**config.mk**
```make
export PLATFORM = sky130hd
export DESIGN_NAME = parity_frame_rx_flat
export DESIGN_NICKNAME = d
export VERILOG_FILES = /design/src/rtl/parity_frame_rx_if.sv /design/src/rtl/parity_frame_rx.sv /design/src/flat_wrapper.sv
export SDC_FILE = /design/constraint.sdc
export NUM_CORES = 1
export LEC_CHECK = 0
export ABC_AREA = 1
export ABC_CLOCK_PERIOD_IN_PS = 1400
export BUFFER_PORTS_ARGS = -buffer_cell sky130_fd_sc_hd__buf_4
export CORE_MARGIN = 3
export CORE_UTILIZATION = 32
export CTS_CLUSTER_SIZE = 40
export DETAILED_ROUTE_END_ITERATION = 8
export PLACE_DENSITY = 0.48
export SLEW_MARGIN = 40
export SYNTH_ARGS = -nofsm -noshare
export SYNTH_HDL_FRONTEND = slang
export SYNTH_SLANG_ARGS = --single-unit
```
**constraint.sdc**
```tcl
create_clock -name clk -period 1.4 [get_ports clk]
set_clock_uncertainty 0.05 [all_clocks]
set_input_delay 0.14 -clock clk [delete_from_list [all_inputs] [get_ports clk]]
set_output_delay 0.14 -clock clk [all_outputs]
set_load 0.005 [all_outputs]
```
**src/rtl/parity_frame_rx_if.sv**
```systemverilog
// Output-side bundle of parity_frame_rx: received word, its error flags and
// the valid/ready handshake. The receiver uses the master modport.
interface parity_frame_rx_if #(
    parameter int DATA_W = 4
) ();
    logic [DATA_W-1:0] dout;
    logic              out_valid;
    logic              out_ready;
    logic              par_err;
    logic              frame_err;

    modport master (
        output dout,
        output out_valid,
        output par_err,
        output frame_err,
        input  out_ready
    );

    modport slave (
        input  dout,
        input  out_valid,
        input  par_err,
        input  frame_err,
        output out_ready
    );
endinterface

```
**src/rtl/parity_frame_rx.sv**
```systemverilog
// Start/data/parity/stop serial frame receiver with a valid/ready word output.
// Optional break detection is enabled by defining PARITY_FRAME_RX_BREAK_EN.
module parity_frame_rx #(
    parameter int DATA_W     = 4,
    parameter int ODD_PARITY = 0
) (
    input  logic              clk,
    input  logic              reset_n,
    input  logic              sin,
    input  logic              bit_en,
    parity_frame_rx_if.master rx,
    output logic              overrun,
`ifdef PARITY_FRAME_RX_BREAK_EN
    output logic              brk,
`endif
    output logic              busy
);
    localparam int CNT_W = (DATA_W > 1) ? $clog2(DATA_W) : 1;

    typedef enum logic [1:0] {
        IDLE = 2'd0,
        DATA = 2'd1,
        PAR  = 2'd2,
        STOP = 2'd3
    } state_t;

    state_t              state_q, state_d;
    logic [CNT_W-1:0]    cnt_q, cnt_d;
    logic [DATA_W-1:0]   shift_q, shift_d;
    logic                acc_q, acc_d;
    logic [DATA_W-1:0]   dout_q, dout_d;
    logic                valid_q, valid_d;
    logic                perr_q, perr_d;
    logic                ferr_q, ferr_d;
    logic                ovr_q, ovr_d;
    logic                complete;
    logic                is_break;
`ifdef PARITY_FRAME_RX_BREAK_EN
    logic                zero_q, zero_d;
    logic                brk_q, brk_d;
`endif

    always_comb begin
        state_d  = state_q;
        cnt_d    = cnt_q;
        shift_d  = shift_q;
        acc_d    = acc_q;
        dout_d   = dout_q;
        valid_d  = valid_q;
        perr_d   = perr_q;
        ferr_d   = ferr_q;
        ovr_d    = ovr_q;
        complete = 1'b0;
        is_break = 1'b0;
`ifdef PARITY_FRAME_RX_BREAK_EN
        zero_d   = zero_q;
        brk_d    = 1'b0;
`endif

        if (valid_q && rx.out_ready) begin
            valid_d = 1'b0;
        end

        if (bit_en) begin
            case (state_q)
                IDLE: begin
                    if (!sin) begin
                        state_d = DATA;
                        acc_d   = (ODD_PARITY != 0);
                        cnt_d   = '0;
`ifdef PARITY_FRAME_RX_BREAK_EN
                        zero_d  = 1'b1;
`endif
                    end
                end
                DATA: begin
                    // LSB arrives first, so shifting in at the top leaves it in bit 0
                    shift_d = {sin, shift_q[DATA_W-1:1]};
                    acc_d   = acc_q ^ sin;
                    cnt_d   = cnt_q + CNT_W'(1);
`ifdef PARITY_FRAME_RX_BREAK_EN
                    zero_d  = zero_q & ~sin;
`endif
                    if (cnt_q == CNT_W'(DATA_W - 1)) begin
                        state_d = PAR;
                    end
                end
                PAR: begin
                    acc_d   = acc_q ^ sin;
`ifdef PARITY_FRAME_RX_BREAK_EN
                    zero_d  = zero_q & ~sin;
`endif
                    state_d = STOP;
                end
                STOP: begin
                    state_d  = IDLE;
                    complete = 1'b1;
                end
                default: state_d = IDLE;
            endcase
        end

`ifdef PARITY_FRAME_RX_BREAK_EN
        is_break = zero_q & ~sin;
        if (complete && is_break) begin
            brk_d = 1'b1;
        end
`endif

        // A new word always wins; only an unaccepted predecessor counts as overrun
        if (complete && !is_break) begin
            dout_d  = shift_q;
            perr_d  = acc_q;
            ferr_d  = ~sin;
            valid_d = 1'b1;
            if (valid_q && !rx.out_ready) begin
                ovr_d = 1'b1;
            end
        end
    end

    always_ff @(posedge clk) begin
        if (!reset_n) begin
            state_q <= IDLE;
            cnt_q   <= '0;
            shift_q <= '0;
            acc_q   <= 1'b0;
            dout_q  <= '0;
            valid_q <= 1'b0;
            perr_q  <= 1'b0;
            ferr_q  <= 1'b0;
            ovr_q   <= 1'b0;
`ifdef PARITY_FRAME_RX_BREAK_EN
            zero_q  <= 1'b0;
            brk_q   <= 1'b0;
`endif
        end else begin
            state_q <= state_d;
            cnt_q   <= cnt_d;
            shift_q <= shift_d;
            acc_q   <= acc_d;
            dout_q  <= dout_d;
            valid_q <= valid_d;
            perr_q  <= perr_d;
            ferr_q  <= ferr_d;
            ovr_q   <= ovr_d;
`ifdef PARITY_FRAME_RX_BREAK_EN
            zero_q  <= zero_d;
            brk_q   <= brk_d;
`endif
        end
    end

    assign rx.dout      = dout_q;
    assign rx.out_valid = valid_q;
    assign rx.par_err   = perr_q;
    assign rx.frame_err = ferr_q;
    assign overrun      = ovr_q;
    assign busy         = (state_q != IDLE);
`ifdef PARITY_FRAME_RX_BREAK_EN
    assign brk          = brk_q;
`endif
endmodule

```
**src/flat_wrapper.sv**
```systemverilog
// flat-port wrapper written by rule: the top's interface ports become plain ports
module parity_frame_rx_flat 
#(
    parameter int DATA_W     = 4,
    parameter int ODD_PARITY = 0
)
  (clk, reset_n, sin, bit_en, overrun, busy, rx_dout, rx_out_valid, rx_par_err, rx_frame_err, rx_out_ready);
  parity_frame_rx_if #(.DATA_W(DATA_W)) rx_i ();
  input  logic clk;
  input  logic reset_n;
  input  logic sin;
  input  logic bit_en;
  output logic overrun;
  output logic busy;
  output wire logic [$bits(rx_i.dout)-1:0] rx_dout;
  output wire logic [$bits(rx_i.out_valid)-1:0] rx_out_valid;
  output wire logic [$bits(rx_i.par_err)-1:0] rx_par_err;
  output wire logic [$bits(rx_i.frame_err)-1:0] rx_frame_err;
  input wire logic [$bits(rx_i.out_ready)-1:0] rx_out_ready;
  assign rx_dout = rx_i.dout;
  assign rx_out_valid = rx_i.out_valid;
  assign rx_par_err = rx_i.par_err;
  assign rx_frame_err = rx_i.frame_err;
  assign rx_i.out_ready = rx_out_ready;
  parity_frame_rx #(.DATA_W(DATA_W), .ODD_PARITY(ODD_PARITY)) u_core (.clk(clk), .reset_n(reset_n), .sin(sin), .bit_en(bit_en), .rx(rx_i), .overrun(overrun), .busy(busy));
endmodule
```
# == Word-level counts from Yosys, hierarchy flattened ==
# Cells that the tools add are included.
# classes
addsub,1
multipliers,0
div_mod_pow,0
n_lt_le_gt_ge,0
n_eq_ne,6
shift,0
mux,11
bitwise,2
reduce_logical,14
# op_table
op,count
3-bit AND reduction,3
2-bit one-hot mux with 4 select lines,1
2-bit nonzero test,4
2-bit == test (second input constant),3
2-bit two-way mux,3
1-bit two-way mux,5
2-bit one-hot mux with 2 select lines,1
2-bit AND reduction,2
2-bit by 1-bit adder with 2-bit output (second input constant),1
2-bit by 1-bit == test with 1-bit output (second input constant),1
1-bit logical AND,2
2-bit zero test,1
2-bit by 1-bit != test with 1-bit output (second input constant),1
2-bit != test (second input constant),1
1-bit one-hot mux with 2 select lines,1
2-bit OR reduction,1
1-bit zero test,1
1-bit NOT,1
1-bit bitwise XOR,1
# word_totals
register_bits,17
latch_bits,0
mem_bits_rw,0
mem_bits_ro,0
inputBits,5
output_inout_bits,9
word_cells,43
memories,0

# == Depth between registers and ports, before layout ==
# depth
ltp_word,4
mapped_depth,8
mapped_depth_nobuf,8

# == Least setup slack after synthesis ==
# No wires, ideal clock.
# synth_path
path_type,register to register
from,reg u_core.state_q[0]
to,reg u_core.state_q[1]
setup_ns,0.113
t_arrival_ns,1.076
required_ns,1.237
path_slack_ns,0.161
stages_incl_launch_ff,9
n_path_buf,0
synth_period_minus_slack_ns,1.239
path_cell_list,dfxtp_1 inv_1 ha_1 nand2_1 nand2_1 nor2_1 nand2_1 nand2_1 nor2_1
# synth_between
elab_chain_len,3
elab_cells_between_ends,8
cone_classes,5 x eq/ne; 1 x mux; 2 x reduce/logical
# synth_lines
element,line_no,text
from (decl),parity_frame_rx.sv:27,"state_t state_q, state_d;"
from (signal assigned),parity_frame_rx.sv:138,state_q <= state_d;
2-bit by 1-bit == test with 1-bit output or 2-bit zero test (tied branches),parity_frame_rx.sv:65,case (state_q)
2-bit by 1-bit != test with 1-bit output (no line) or 2-bit != test (tied branches),-,
3-bit AND reduction (no line),-,
# Parallel ways exist; a longest one is shown, timed or not.
# A chain may end at the register's enable or synchronous reset.

# == Worst setup path after layout ==
# layout_path
from,reg u_core.state_q[0]
to,out busy
# layout_between
elab_chain_len,1
# layout_lines
element,line_no,text
2-bit nonzero test,parity_frame_rx.sv:159,assign busy = (state_q != IDLE);
to (decl),flat_wrapper.sv:14,output logic busy;
# Every way passes these cells.

==> results.toml <==
[die]
die_h_um = 55.8
ioPinCount = 14
rows = 17
fp.coreArea_um2 = 2280
die_area_um2 = 3120
die_w_um = 55.8
start_util = 0.349

[logic_synthesis]
synth_area_um2 = 795
syn_nets = 122
ys_ff_latch = 17
syn-instance-count = 109
ys_types = 16
avgSynthCellArea_um2 = 7.29
ys_seq_area_frac = 0.428
yosys_warnings = 0

[route]
vias_per_cell = 4.28
dr_total_vias = 659
routed_wl_mm = 1.47
antenna_left = 0
wl_per_cell_um = 9.56
dr.pass1.iters = 4
drt_iter0_drc = 9
drc = 0

[critical_path]
critPathBufInv = 3
path_max_fanout = 5
slowest_stage = "dfxtp_4"
crit_chain = "inv_1 > ha_1 > inv_1 > buf_4"
timing.critical_path.mode_cell = "inv_1"
crit_type = "reg -> out"
endpoint_kind = "output port"
critPathLaunch = "u_core.state_q[0]$_SDFFE_PN0P_"
max_stage_delay_ns = 0.38
critical_path_cell_count = 4
rr_worst_depth = 8
reg2reg_slack_ns = 0.12
cp.arrival_ns = 1.13
startpoint_type = "register"
cp.required_ns = 1.21
crit_family = "flip-flops"
worstSetupEndpoint = "busy"
r2r-start = "u_core.state_q[0]$_SDFFE_PN0P_"
rr_endpoint = "u_core.state_q[1]$_SDFFE_PN0P_"

[power_and_ir_drop]
share_comb_of_total_power = 0.215
clock_power_share = 0.250
p_leak_nw = 0.487
vdd_drop_max_mv = 0.666
total_power_mw = 1.02
p_seq_frac = 0.536
powerDensity_nw_per_um2 = 1050
switching_share = 0.290
switchingPower_uw = 295
p_int_uw = 724

[final_layout]
fin_nets = 140
nFillCells = 246
final_common_cell = "nor2_1"
layout.area.seq_um2 = 345
n_antenna_cell = 0
drive_gt1_frac = 0.190
multi_input_area_um2 = 390
area_growth_pct = 21.6
most-common-layout-cells = "26 x nor2_1, 17 x nand2_1, 15 x dfxtp_1"
final_cells = 154

[timing]
finalSetupViolCount = 0
slew-limit-headroom = 0.852
worst_pin_slew_ns = 0.220
grt_setup_unrepaired = "false"
timing.final.crit_share = 0.945
slew_viol_final = 0
max_freq_mhz = 756
post-route-min-period_ns = 1.32
fin_setup_tns_ns = 0
hold_viol = 0
postLayoutSetupSlackWorst_ns = 0.0772

[clocking]
root_buffer = "clkbuf_4"
cts-buffers-inserted = 3
cts_max_level = 1
clkLatencyLatePin_ns = 0.29
cts.sink_count = 17
clk_pin_slew_ns = 0.10
clockBufferDepth = 2
cts_tree = "done"

[place]
dp.cells = 149
pre_cts_slack_ns = -0.00249
gp_congestion = 0.730
dp_hpwl_mm = 1.15
io_buffers = 13

[global_routing]
grt_pass1_vias = 507
grt_pass1_wl_mm = 2.36
grtUsageTotal = 0.0975
grt_overflow = 0
grt_max_degree = 17
antenna_found_initial = 0

[outcome]
outcome = "finished, final reports clean"

[worst_hold_path]
hold_path_class = "in -> reg"

[flow_run]
drv_cap = 0
worst min path at each step:
stage | from | cells after the start | endpoint
5_1_grt | rx_out_ready | 4 | u_core.rx.out_valid$_SDFFE_PN0P_
6_report | rx_out_ready | 4 | u_core.rx.out_valid$_SDFFE_PN0P_
2_1_floorplan | sin | 1 | u_core.rx.frame_err$_SDFFE_PN0P_
3_3_place_gp | sin | 2 | u_core.rx.frame_err$_SDFFE_PN0P_
3_5_place_dp | sin | 2 | u_core.rx.frame_err$_SDFFE_PN0P_
4_1_cts | rx_out_ready | 4 | u_core.rx.out_valid$_SDFFE_PN0P_
tightest hold or removal path, delay by kind of cell:
family,cells,cell delay [ns]
buf+inv,2,0.11
simple gates,1,0.05
compound gates,1,0.05
layer usage:
metal | up-vias | part of all wire | global-route usage
li1 | 369 | - | -
met1 | 273 | 0.53 | 0.137
met2 | 15 | 0.39 | 0.123
met3 | 2 | 0.062 | 0.0557
met4 | 0 | 0.012 | 0.0305
met5 | - | 0 | 0
cell type report:
cell class,instances,area share
clock buffer,4,0.0272
inverter,16,0.0635
multi-input combinational,75,0.404
sequential,17,0.358
tap,28,0.0363
timing repair buffer,14,0.111
synth_stat cells:
cell | number | share of area
a31oi_1 | 1 | 0.0079
or2_2 | 1 | 0.0079
nand3b_1 | 1 | 0.0095
nand2_2 | 2 | 0.016
ha_1 | 8 | 0.13
o21ai_0 | 8 | 0.050
inv_2 | 1 | 0.0047
buf_2 | 1 | 0.0063
nand3_1 | 2 | 0.013
clkinv_2 | 1 | 0.0063
nor2_1 | 27 | 0.13
a21oi_1 | 6 | 0.038
inv_1 | 14 | 0.066
dfxtp_1 | 17 | 0.43
o21ai_1 | 2 | 0.013
nand2_1 | 17 | 0.080
what timing repair did:
action / 4_1_cts / 5_1_grt
hold buffers: 1 / 0
hold endpoints to repair: 1 / 0
setup buffers: 0 / 0
resized for setup: 2 / 2
endpoints found under the setup margin: 2 / 4
through the flow:
step	instance area [um2]	util	hold WS (ns)
floorplan	795	-	0.180
global placement	922	0.405	0.307
detailed placement	922	0.405	0.317
CTS	961	0.422	0.0393
global route	966	0.424	0.0613
finish	966	0.424	0.0506
sequential cells by signal (all words and copies together) (netlist names):
signal and count:
u_core.acc_q 1, u_core.cnt_q 2, u_core.rx.frame_err 1, u_core.rx.out_valid 1, u_core.rx.dout 4, u_core.rx.par_err 1, u_core.state_q 2, u_core.shift_q 4
u_core.overrun 1
power by group through the flow:
stage	clock network [mW]	logic [mW]	registers, mW
floorplan	0	0.155	0.551
global placement	0	0.218	0.557
detailed placement	0	0.218	0.556
CTS	0.273	0.221	0.547
global route	0.297	0.254	0.552
finish	0.254	0.219	0.546
cells by family after synthesis:
logic type               count (synthesis)  synth area share
flip-flops                              17             0.428
AND/OR/NAND/NOR                         50             0.254
buffers and inverters                   17            0.0834
adder cells (fa/ha/maj)                  8             0.126
AO/OA/AOI/OAI                           17             0.109
(Power assumes the default switching activity.)
